**src/rtl/dmem_access_ctrl_if.sv**
```systemverilog
// Memory-side bus between the M-stage data-memory controller and the data memory.
// The controller drives the request side; the memory returns a ready strobe and load data.
interface dmem_access_ctrl_if;
  logic        mem_req;
  logic        mem_we;
  logic [31:0] mem_addr;
  logic [31:0] mem_wdata;
  logic        mem_ready;
  logic [31:0] mem_rdata;

  modport master (
    output mem_req,
    output mem_we,
    output mem_addr,
    output mem_wdata,
    input  mem_ready,
    input  mem_rdata
  );

  modport slave (
    input  mem_req,
    input  mem_we,
    input  mem_addr,
    input  mem_wdata,
    output mem_ready,
    output mem_rdata
  );
endinterface

```
**src/rtl/dmem_access_ctrl.sv**
```systemverilog
// M-stage data-memory access controller: stalls the pipeline while a load/store waits on
// memory, bounds the wait with a timeout, and flags misaligned or timed-out accesses.
module dmem_access_ctrl #(
  parameter int unsigned TIMEOUT = 15
) (
  input  logic                       clk,
  input  logic                       rst_n,
  input  logic                       MemtoRegM,
  input  logic                       MemWriteM,
  input  logic [31:0]                ALUOutM,
  input  logic [31:0]                WriteDataM,
  input  logic                       err_clr,
  output logic [31:0]                ReadDataM,
  output logic                       StallM,
  output logic                       MemErr,
  dmem_access_ctrl_if.master         mem
);

  localparam logic [7:0] TIMEOUT_C = 8'(TIMEOUT);

  typedef enum logic [1:0] {
    S_IDLE   = 2'd0,
    S_ACCESS = 2'd1,
    S_DONE   = 2'd2
  } state_t;

  state_t      r_state;
  logic [7:0]  r_wait_cnt;
  logic        r_is_load;
  logic        r_mem_req;
  logic        r_mem_we;
  logic [31:0] r_mem_addr;
  logic [31:0] r_mem_wdata;
  logic [31:0] r_read_data;
  logic        r_mem_err;

  logic        w_access;
  logic        w_aligned;
  logic [7:0]  w_cnt_inc;
  logic        w_timeout;
  logic        w_err_set;

  assign w_access  = MemtoRegM | MemWriteM;
  assign w_aligned = (ALUOutM[1:0] == 2'b00);
  assign w_cnt_inc = r_wait_cnt + 8'd1;
  // A ready strobe on the last permitted cycle wins over the timeout.
  assign w_timeout = !mem.mem_ready && (w_cnt_inc == TIMEOUT_C);
  assign w_err_set = ((r_state == S_IDLE) && w_access && !w_aligned) ||
                     ((r_state == S_ACCESS) && w_timeout);

  // Stall must rise in the same cycle the request is seen, so it is decoded, not registered.
  assign StallM = ((r_state == S_IDLE) && w_access) || (r_state == S_ACCESS);

  // NOTE: non-blocking assignments throughout so every register samples pre-edge values.
  always_ff @(posedge clk or negedge rst_n) begin
    if (!rst_n) begin
      r_state     <= S_IDLE;
      r_wait_cnt  <= 8'd0;
      r_is_load   <= 1'b0;
      r_mem_req   <= 1'b0;
      r_mem_we    <= 1'b0;
      r_mem_addr  <= 32'd0;
      r_mem_wdata <= 32'd0;
      r_read_data <= 32'd0;
      r_mem_err   <= 1'b0;
    end else begin
      if (w_err_set) begin
        r_mem_err <= 1'b1;
      end else if (err_clr) begin
        r_mem_err <= 1'b0;
      end

      case (r_state)
        S_IDLE: begin
          if (w_access) begin
            if (w_aligned) begin
              r_state     <= S_ACCESS;
              r_wait_cnt  <= 8'd0;
              r_is_load   <= MemtoRegM;
              r_mem_req   <= 1'b1;
              r_mem_we    <= MemWriteM;
              r_mem_addr  <= ALUOutM;
              r_mem_wdata <= WriteDataM;
            end else begin
              r_state     <= S_DONE;
              r_read_data <= 32'd0;
            end
          end
        end

        S_ACCESS: begin
          if (mem.mem_ready) begin
            // Load+store together is treated as a store whose load result reads as zero.
            if (r_mem_we) begin
              if (r_is_load) begin
                r_read_data <= 32'd0;
              end
            end else begin
              r_read_data <= mem.mem_rdata;
            end
            r_mem_req <= 1'b0;
            r_mem_we  <= 1'b0;
            r_state   <= S_DONE;
          end else if (w_timeout) begin
            r_wait_cnt  <= w_cnt_inc;
            r_read_data <= 32'd0;
            r_mem_req   <= 1'b0;
            r_mem_we    <= 1'b0;
            r_state     <= S_DONE;
          end else begin
            r_wait_cnt <= w_cnt_inc;
          end
        end

        S_DONE: begin
          r_state <= S_IDLE;
        end

        default: begin
          r_state <= S_IDLE;
        end
      endcase
    end
  end

  assign mem.mem_req   = r_mem_req;
  assign mem.mem_we    = r_mem_we;
  assign mem.mem_addr  = r_mem_addr;
  assign mem.mem_wdata = r_mem_wdata;
  assign ReadDataM     = r_read_data;
  assign MemErr        = r_mem_err;

endmodule

```
**src/flat_wrapper.sv**
```systemverilog
// flat-port wrapper written by rule: the top's interface ports become plain ports
module dmem_access_ctrl_flat 
#(
  parameter int unsigned TIMEOUT = 15
)
  (clk, rst_n, MemtoRegM, MemWriteM, ALUOutM, WriteDataM, err_clr, ReadDataM, StallM, MemErr, mem_mem_req, mem_mem_we, mem_mem_addr, mem_mem_wdata, mem_mem_ready, mem_mem_rdata);
  dmem_access_ctrl_if mem_i ();
  input  logic clk;
  input  logic rst_n;
  input  logic MemtoRegM;
  input  logic MemWriteM;
  input  logic [31:0] ALUOutM;
  input  logic [31:0] WriteDataM;
  input  logic err_clr;
  output logic [31:0] ReadDataM;
  output logic StallM;
  output logic MemErr;
  output wire logic [$bits(mem_i.mem_req)-1:0] mem_mem_req;
  output wire logic [$bits(mem_i.mem_we)-1:0] mem_mem_we;
  output wire logic [$bits(mem_i.mem_addr)-1:0] mem_mem_addr;
  output wire logic [$bits(mem_i.mem_wdata)-1:0] mem_mem_wdata;
  input wire logic [$bits(mem_i.mem_ready)-1:0] mem_mem_ready;
  input wire logic [$bits(mem_i.mem_rdata)-1:0] mem_mem_rdata;
  assign mem_mem_req = mem_i.mem_req;
  assign mem_mem_we = mem_i.mem_we;
  assign mem_mem_addr = mem_i.mem_addr;
  assign mem_mem_wdata = mem_i.mem_wdata;
  assign mem_i.mem_ready = mem_mem_ready;
  assign mem_i.mem_rdata = mem_mem_rdata;
  dmem_access_ctrl #(.TIMEOUT(TIMEOUT)) u_core (.clk(clk), .rst_n(rst_n), .MemtoRegM(MemtoRegM), .MemWriteM(MemWriteM), .ALUOutM(ALUOutM), .WriteDataM(WriteDataM), .err_clr(err_clr), .ReadDataM(ReadDataM), .StallM(StallM), .MemErr(MemErr), .mem(mem_i));
endmodule
```
**config.mk**
```make
export PLATFORM = sky130hd
export DESIGN_NAME = dmem_access_ctrl_flat
export DESIGN_NICKNAME = d
export VERILOG_FILES = /design/src/rtl/dmem_access_ctrl_if.sv /design/src/rtl/dmem_access_ctrl.sv /design/src/flat_wrapper.sv
export SDC_FILE = /design/constraint.sdc
export NUM_CORES = 1
export LEC_CHECK = 0
export CORE_AREA = 5 5 109 111
export DETAILED_ROUTE_END_ITERATION = 6
export DIE_AREA = 0 0 114 116
export HOLD_SLACK_MARGIN = 0.05
export PLACE_DENSITY = 0.78
export SLEW_MARGIN = 20
export SYNTH_ARGS = -nofsm -noshare
export SYNTH_HDL_FRONTEND = slang
export SYNTH_SLANG_ARGS = --single-unit
```
**constraint.sdc**
```tcl
create_clock -name clk -period 2.3 [get_ports clk]
set_input_delay 0.46 -clock clk [delete_from_list [all_inputs] [get_ports clk]]
set_output_delay 0.46 -clock clk [all_outputs]
set_load 0.03 [all_outputs]
```
# After elaboration in Yosys (flattened, before gate mapping)
# Index checks and enable logic that the tools add are counted.
dict set report op_classes {
  add_sub_neg 1
  eq_ne 8
  n_mux 26
  bitwise_logic 1
  reduce_logical 17
}
# op count
set ops {}
lappend ops {{$mux 32} 6}
lappend ops {{$pmux 32 s2} 1}
lappend ops {{$mux 8} 3}
lappend ops {{$pmux 8 s2} 1}
lappend ops {{$add 8x1->8 const B} 1}
lappend ops {{$eq 8x4->1 const B} 1}
lappend ops {{$mux 1} 8}
lappend ops {{$mux 2} 4}
lappend ops {{$reduce_and 4->1} 2}
lappend ops {{$reduce_and 5->1} 1}
lappend ops {{$logic_and 1x1->1} 4}
lappend ops {{$logic_not 2->1} 2}
lappend ops {{$ne 2x1->1 const B} 2}
lappend ops {{$ne 2x2->1 const B} 2}
lappend ops {{$ne 4x3->1 const B} 1}
lappend ops {{$pmux 1 s2} 2}
lappend ops {{$pmux 2 s2} 1}
lappend ops {{$reduce_bool 2->1} 2}
lappend ops {{$ne 3x2->1 const B} 1}
lappend ops {{$reduce_and 3->1} 1}
lappend ops {{$eq 2x1->1 const B} 1}
lappend ops {{$logic_not 1->1} 2}
lappend ops {{$logic_or 1x1->1} 2}
lappend ops {{$reduce_and 2->1} 1}
lappend ops {{$or 1x1->1} 1}
dict set report totals {
  regBits 110
  inputBits 102
  word_cells 62
}

# Depth between registers and ports, before layout
dict set report depth {
  word_depth 6
  mapped_depth 7
}

# Worst setup path before layout
# No wires, ideal clock.
dict set report synth_timing {
  kind {reg-to-reg}
  from {register u_core.r_wait_cnt[0]}
  to {register u_core.r_read_data[0], in the netlist u_core.ReadDataM[0]}
  setup_time_ns 0.121
  arrival_ns 1.711
  path_slack_ns 0.468
  path_stages_with_launch 8
  path_buffers 1
  period_less_slack_ns 1.832
  path_cell_list {dfrtp_1 -> ha_1 -> xor2_1 -> nand4b_1 -> nor4_4 -> a21oi_2 -> buf_6 -> a22o_1}
}
dict set report synth_between {
  elab_chain_cells 5
}
# item line
set synth_lines {}
lappend synth_lines {{from (decl)} dmem_access_ctrl.sv:28} ;# logic [7:0] r_wait_cnt;
lappend synth_lines {{from (signal assigned)} dmem_access_ctrl.sv:105} ;# r_wait_cnt <= w_cnt_inc;
lappend synth_lines {{from (signal assigned)} dmem_access_ctrl.sv:111} ;# r_wait_cnt <= w_cnt_inc;
lappend synth_lines {{$add 8x1->8} dmem_access_ctrl.sv:45} ;# assign w_cnt_inc = r_wait_cnt + 8'd1;
lappend synth_lines {{$eq 8x4->1} dmem_access_ctrl.sv:47} ;# assign w_timeout = !mem.mem_ready && (w_cnt_inc == TIMEOUT_C);
lappend synth_lines {{$logic_and 1x1->1} dmem_access_ctrl.sv:47}
lappend synth_lines {{$ne 3x2->1 (no line)} --}
lappend synth_lines {{$reduce_and 5->1 (no line)} --}
lappend synth_lines {{to (signal assigned)} dmem_access_ctrl.sv:99} ;# r_read_data <= mem.mem_rdata;
lappend synth_lines {{to (decl)} dmem_access_ctrl.sv:34} ;# logic [31:0] r_read_data;
# Every way passes these cells.
# A chain may end at the register's enable or synchronous reset.

# Final worst setup path
dict set report layout_timing {
  from {register u_core.r_mem_we, in the netlist u_core.mem.mem_we}
  to {output port mem_mem_we}
}
# item line
set layout_rtl {}
lappend layout_rtl {{from (decl)} dmem_access_ctrl.sv:31} ;# logic r_mem_we;
lappend layout_rtl {{from (signal assigned)} dmem_access_ctrl.sv:81} ;# r_mem_we <= MemWriteM;
lappend layout_rtl {{to (decl)} flat_wrapper.sv:19} ;# output wire logic [$bits(mem_i.mem_we)-1:0] mem_mem_we;
# No word-level cell between the ends.

==> results.md <==
- Clock transition at the registers of the reported paths: 0.09 ns
- Setup Viol. Count Final: 0
- F_max: 496.7 MHz
- Largest net degree at the start of global routing: 58
- Synth Area in Compound Gates: 10.18%
- Crit Path Max Fanout: 6
- Routed WL per cell: 17.66 um
- Yosys reg bits: 110
- GPL Wtd Cong: 0.7730
- Min Clock Period, post-route: 2.013 ns
- CTS H-tree depth: 3
- Hold crit path type: reg2reg
- Final wirelength: 11460 um
- Global Route Usage Sum: 17.51%
- Core area: 10700 um2
- Number of global-route vias before repair: 3517
- Nets@finish: 608
- Synth Area in Simple Gates: 5.616%
- Die ar.: 13220 um2
- Top-count cell post-synth: dfrtp_1
- CP Class: reg2out
- GR Overflow Total: 0
- Die width: 114 um
- EDFF count, synth: 0
- Crit path capture type: primary output
- Crit path required time: 1.84 ns
- CTS Sinks: 110
- CP startpoint kind: flip-flop
- Hold Crit Depth: 1
- Yosys warns: 0
- Top cell type by total area after synthesis: dfrtp_1
- Die Span Y: 116 um
- Maxcap violations: 0
- Pre-antenna DRT Iters: 4
- CTS tree: done
- # diodes: 0
- Critical Path AT: 1.55 ns
- Library cells used by synthesis: 34
- Placed standard-cell area: 6523 um2
- Adder-cell share of the synthesized area: 0.5850%
- Clk Latency, worst-skew pair: 0.37 ns
- Synth Area per Inst: 14.50 um2
- DR vias: 3222
- Power density cells: 1061 nW/um2
- Sequential-to-total area share from yosys stat: 64.35%
- Xor/xnor share of the synthesized area: 0.6142%
- FP Rows: 38
- DRT iter0 DRCs: 144
- Worst Path Buf+Inv: 1
- Main combinational cell family by area after synthesis: multiplexers
- Mux cell area share after synthesis: 16.32%
- Top post-synthesis cells by area: dfrtp_1 64%, mux2_2 16%, a22o_1 6.8%, o21ai_0 1.2%, nand2_1 1.1%
- Slowest cell on the critical path: clkdlybuf4s50_1
- Mapped Cells: 295
- Input/output buffers: 201
- Hold WS: 0.5064 ns
- DRC Markers: 0
- Min-delay src: u_core.ReadDataM[29]$_DFFE_PN0P_
- CTS Buf Count: 9
- Top_reg_cell synth: dfrtp_1
- Peak supply drop: 0.0007296 V
- CTS max path bufs: 2
- Final period utilization: 87.53%
- First-pass GRT wire length: 18130 um
- Finished layout cell area: 6734 um2
- R2R cell count: 7
- Worst reg2reg setup slack: 0.33 ns
- Area fraction of the dominant cell type after synthesis: 64.35%
- Reg2reg start: u_core.r_wait_cnt[0]$_DFFE_PN0P_
- Initial Utilization: 39.99%
- Most instantiated cells after synthesis: 110 x dfrtp_1, 62 x mux2_2, 33 x a22o_1
- Final hold violations: 0
- Post-CTS Setup Bufs: 0
- FF-to-FF End: u_core.ReadDataM[11]$_DFFE_PN0P_
- Post-CTS Resized: 0
- Layout cells sized above 1: 19.25%
- Vias per inst: 4.965
- Final Util: 62.95%
- Delay-heaviest family, CP: buffers and inverters
- P_leak: 2.842 nW
- Worst-margin pin slew: 0.4968 ns
- I/O pin count: 202
- Outcome: complete, no violations
- Layout area overhead: 57.41%
- Post-synth ARST share: 100.0%
- Hold EP: u_core.ReadDataM[29]$_DFFE_PN0P_
- RSZ-0062 raised after global routing: false
- Max Slew Vio Count: 0
- Post-DRT Antenna Nets: 0
- Worst path cell trace: clkdlybuf4s50_1
- Syn nets: 399
- Antenna violations before repair: 0
- Slew HR: 66.88%
- Root Buffer: clkbuf_8
- Syn Std Cell Area: 4278 um2
- Clock Skews: 0.01014 ns
- Post-DP HPWL: 8608 um
- Max stage delay on crit path: 0.72 ns
-- timing repair --
action,in CTS,in global routing
hold buffers,1,0
setup endpoints to repair,0,0
hold endpoints to repair,6,0
-- final cells by class --
class                           count  area (um2)
Fill cell                         840        3964
Sequential cell                   110        2753
Timing Repair Buffer              213        2162
Multi-Input combinational cell    167        1431
Tap cell                          140       175.2
Clock buffer                       13       158.9
Clock inverter                      3       42.54
Inverter                            3       11.26
-- metrics by stage --
step | power (mW) | setup WS, ns | std cells | setup TNS (ns)
after CTS | 7.238 | 0.2532 | 649 | 0
after global routing | 7.501 | 0.1781 | 649 | 0
after detailed placement | 6.035 | -0.06956 | 632 | -0.8132
after floorplan | 4.511 | 0.4675 | 295 | 0
after global placement | 5.957 | -0.03382 | 632 | -0.03842
final | 7.147 | 0.2867 | 649 | 0
-- registers in the layout (all words and copies together), names as in the netlist --
register and cells:
u_core.ReadDataM 32, u_core.mem.mem_addr 32, u_core.mem.mem_wdata 32, u_core.r_wait_cnt 8, u_core.r_state 2, u_core.MemErr 1, u_core.mem.mem_req 1, u_core.mem.mem_we 1
u_core.r_is_load 1
-- cell usage in the layout (no fill, tap or decap), drive strengths merged, types with 4 or more instances in the layout --
master and instances:
nand2 12, buf 13, clkbuf 13, dfrtp 110, nor3 4, a22o 33
o21ai 10, nor2 12, clkdlybuf4s50 199, mux2 62
-- metal layers --
layer / up-vias / track usage [%] / share of wire (%)
li1: 1475 / - / -
met1: 1608 / 19.94 / 38
met2: 119 / 30.37 / 52
met3: 20 / 5.692 / 7.9
met4: 0 / 7.363 / 2.3
met5: - / 0 / 0
-- report_power, final --
part	leakage, nW	internal (mW)	switching, mW	total [mW]
sequential	1.39	2.48	0.316	2.79
combinational	1.36	1.49	1.68	3.17
clock	0.0996	0.563	0.619	1.18
-- logic make-up (layout without fill, tap and decap cells) --
group,after synthesis,in the layout
XOR/XNOR,3,3
AO/OA/AOI/OAI,56,56
buffers and inverters,18,232
multiplexers,62,62
flip-flops,110,110
adder cells (fa/ha/maj),2,2
AND/OR/NAND/NOR,44,44
-- worst max path at each step --
| stage | from | depth (start not counted) | endpoint | slack (ns) |
|---|---|---|---|---|
| after floorplan | u_core.r_wait_cnt[0]$_DFFE_PN0P_ | 7 | u_core.ReadDataM[0]$_DFFE_PN0P_ | 0.47 |
| after global placement | ALUOutM[1] | 7 | u_core.r_wait_cnt[3]$_DFFE_PN0P_ | -0.03 |
| after detailed placement | ALUOutM[1] | 7 | u_core.r_wait_cnt[5]$_DFFE_PN0P_ | -0.07 |
| after CTS | u_core.mem.mem_we$_DFFE_PN0P_ | 1 | mem_mem_we | 0.25 |
| after global routing | u_core.mem.mem_we$_DFFE_PN0P_ | 1 | mem_mem_we | 0.18 |
| final | u_core.mem.mem_we$_DFFE_PN0P_ | 1 | mem_mem_we | 0.29 |
(Power assumes the default switching activity.)
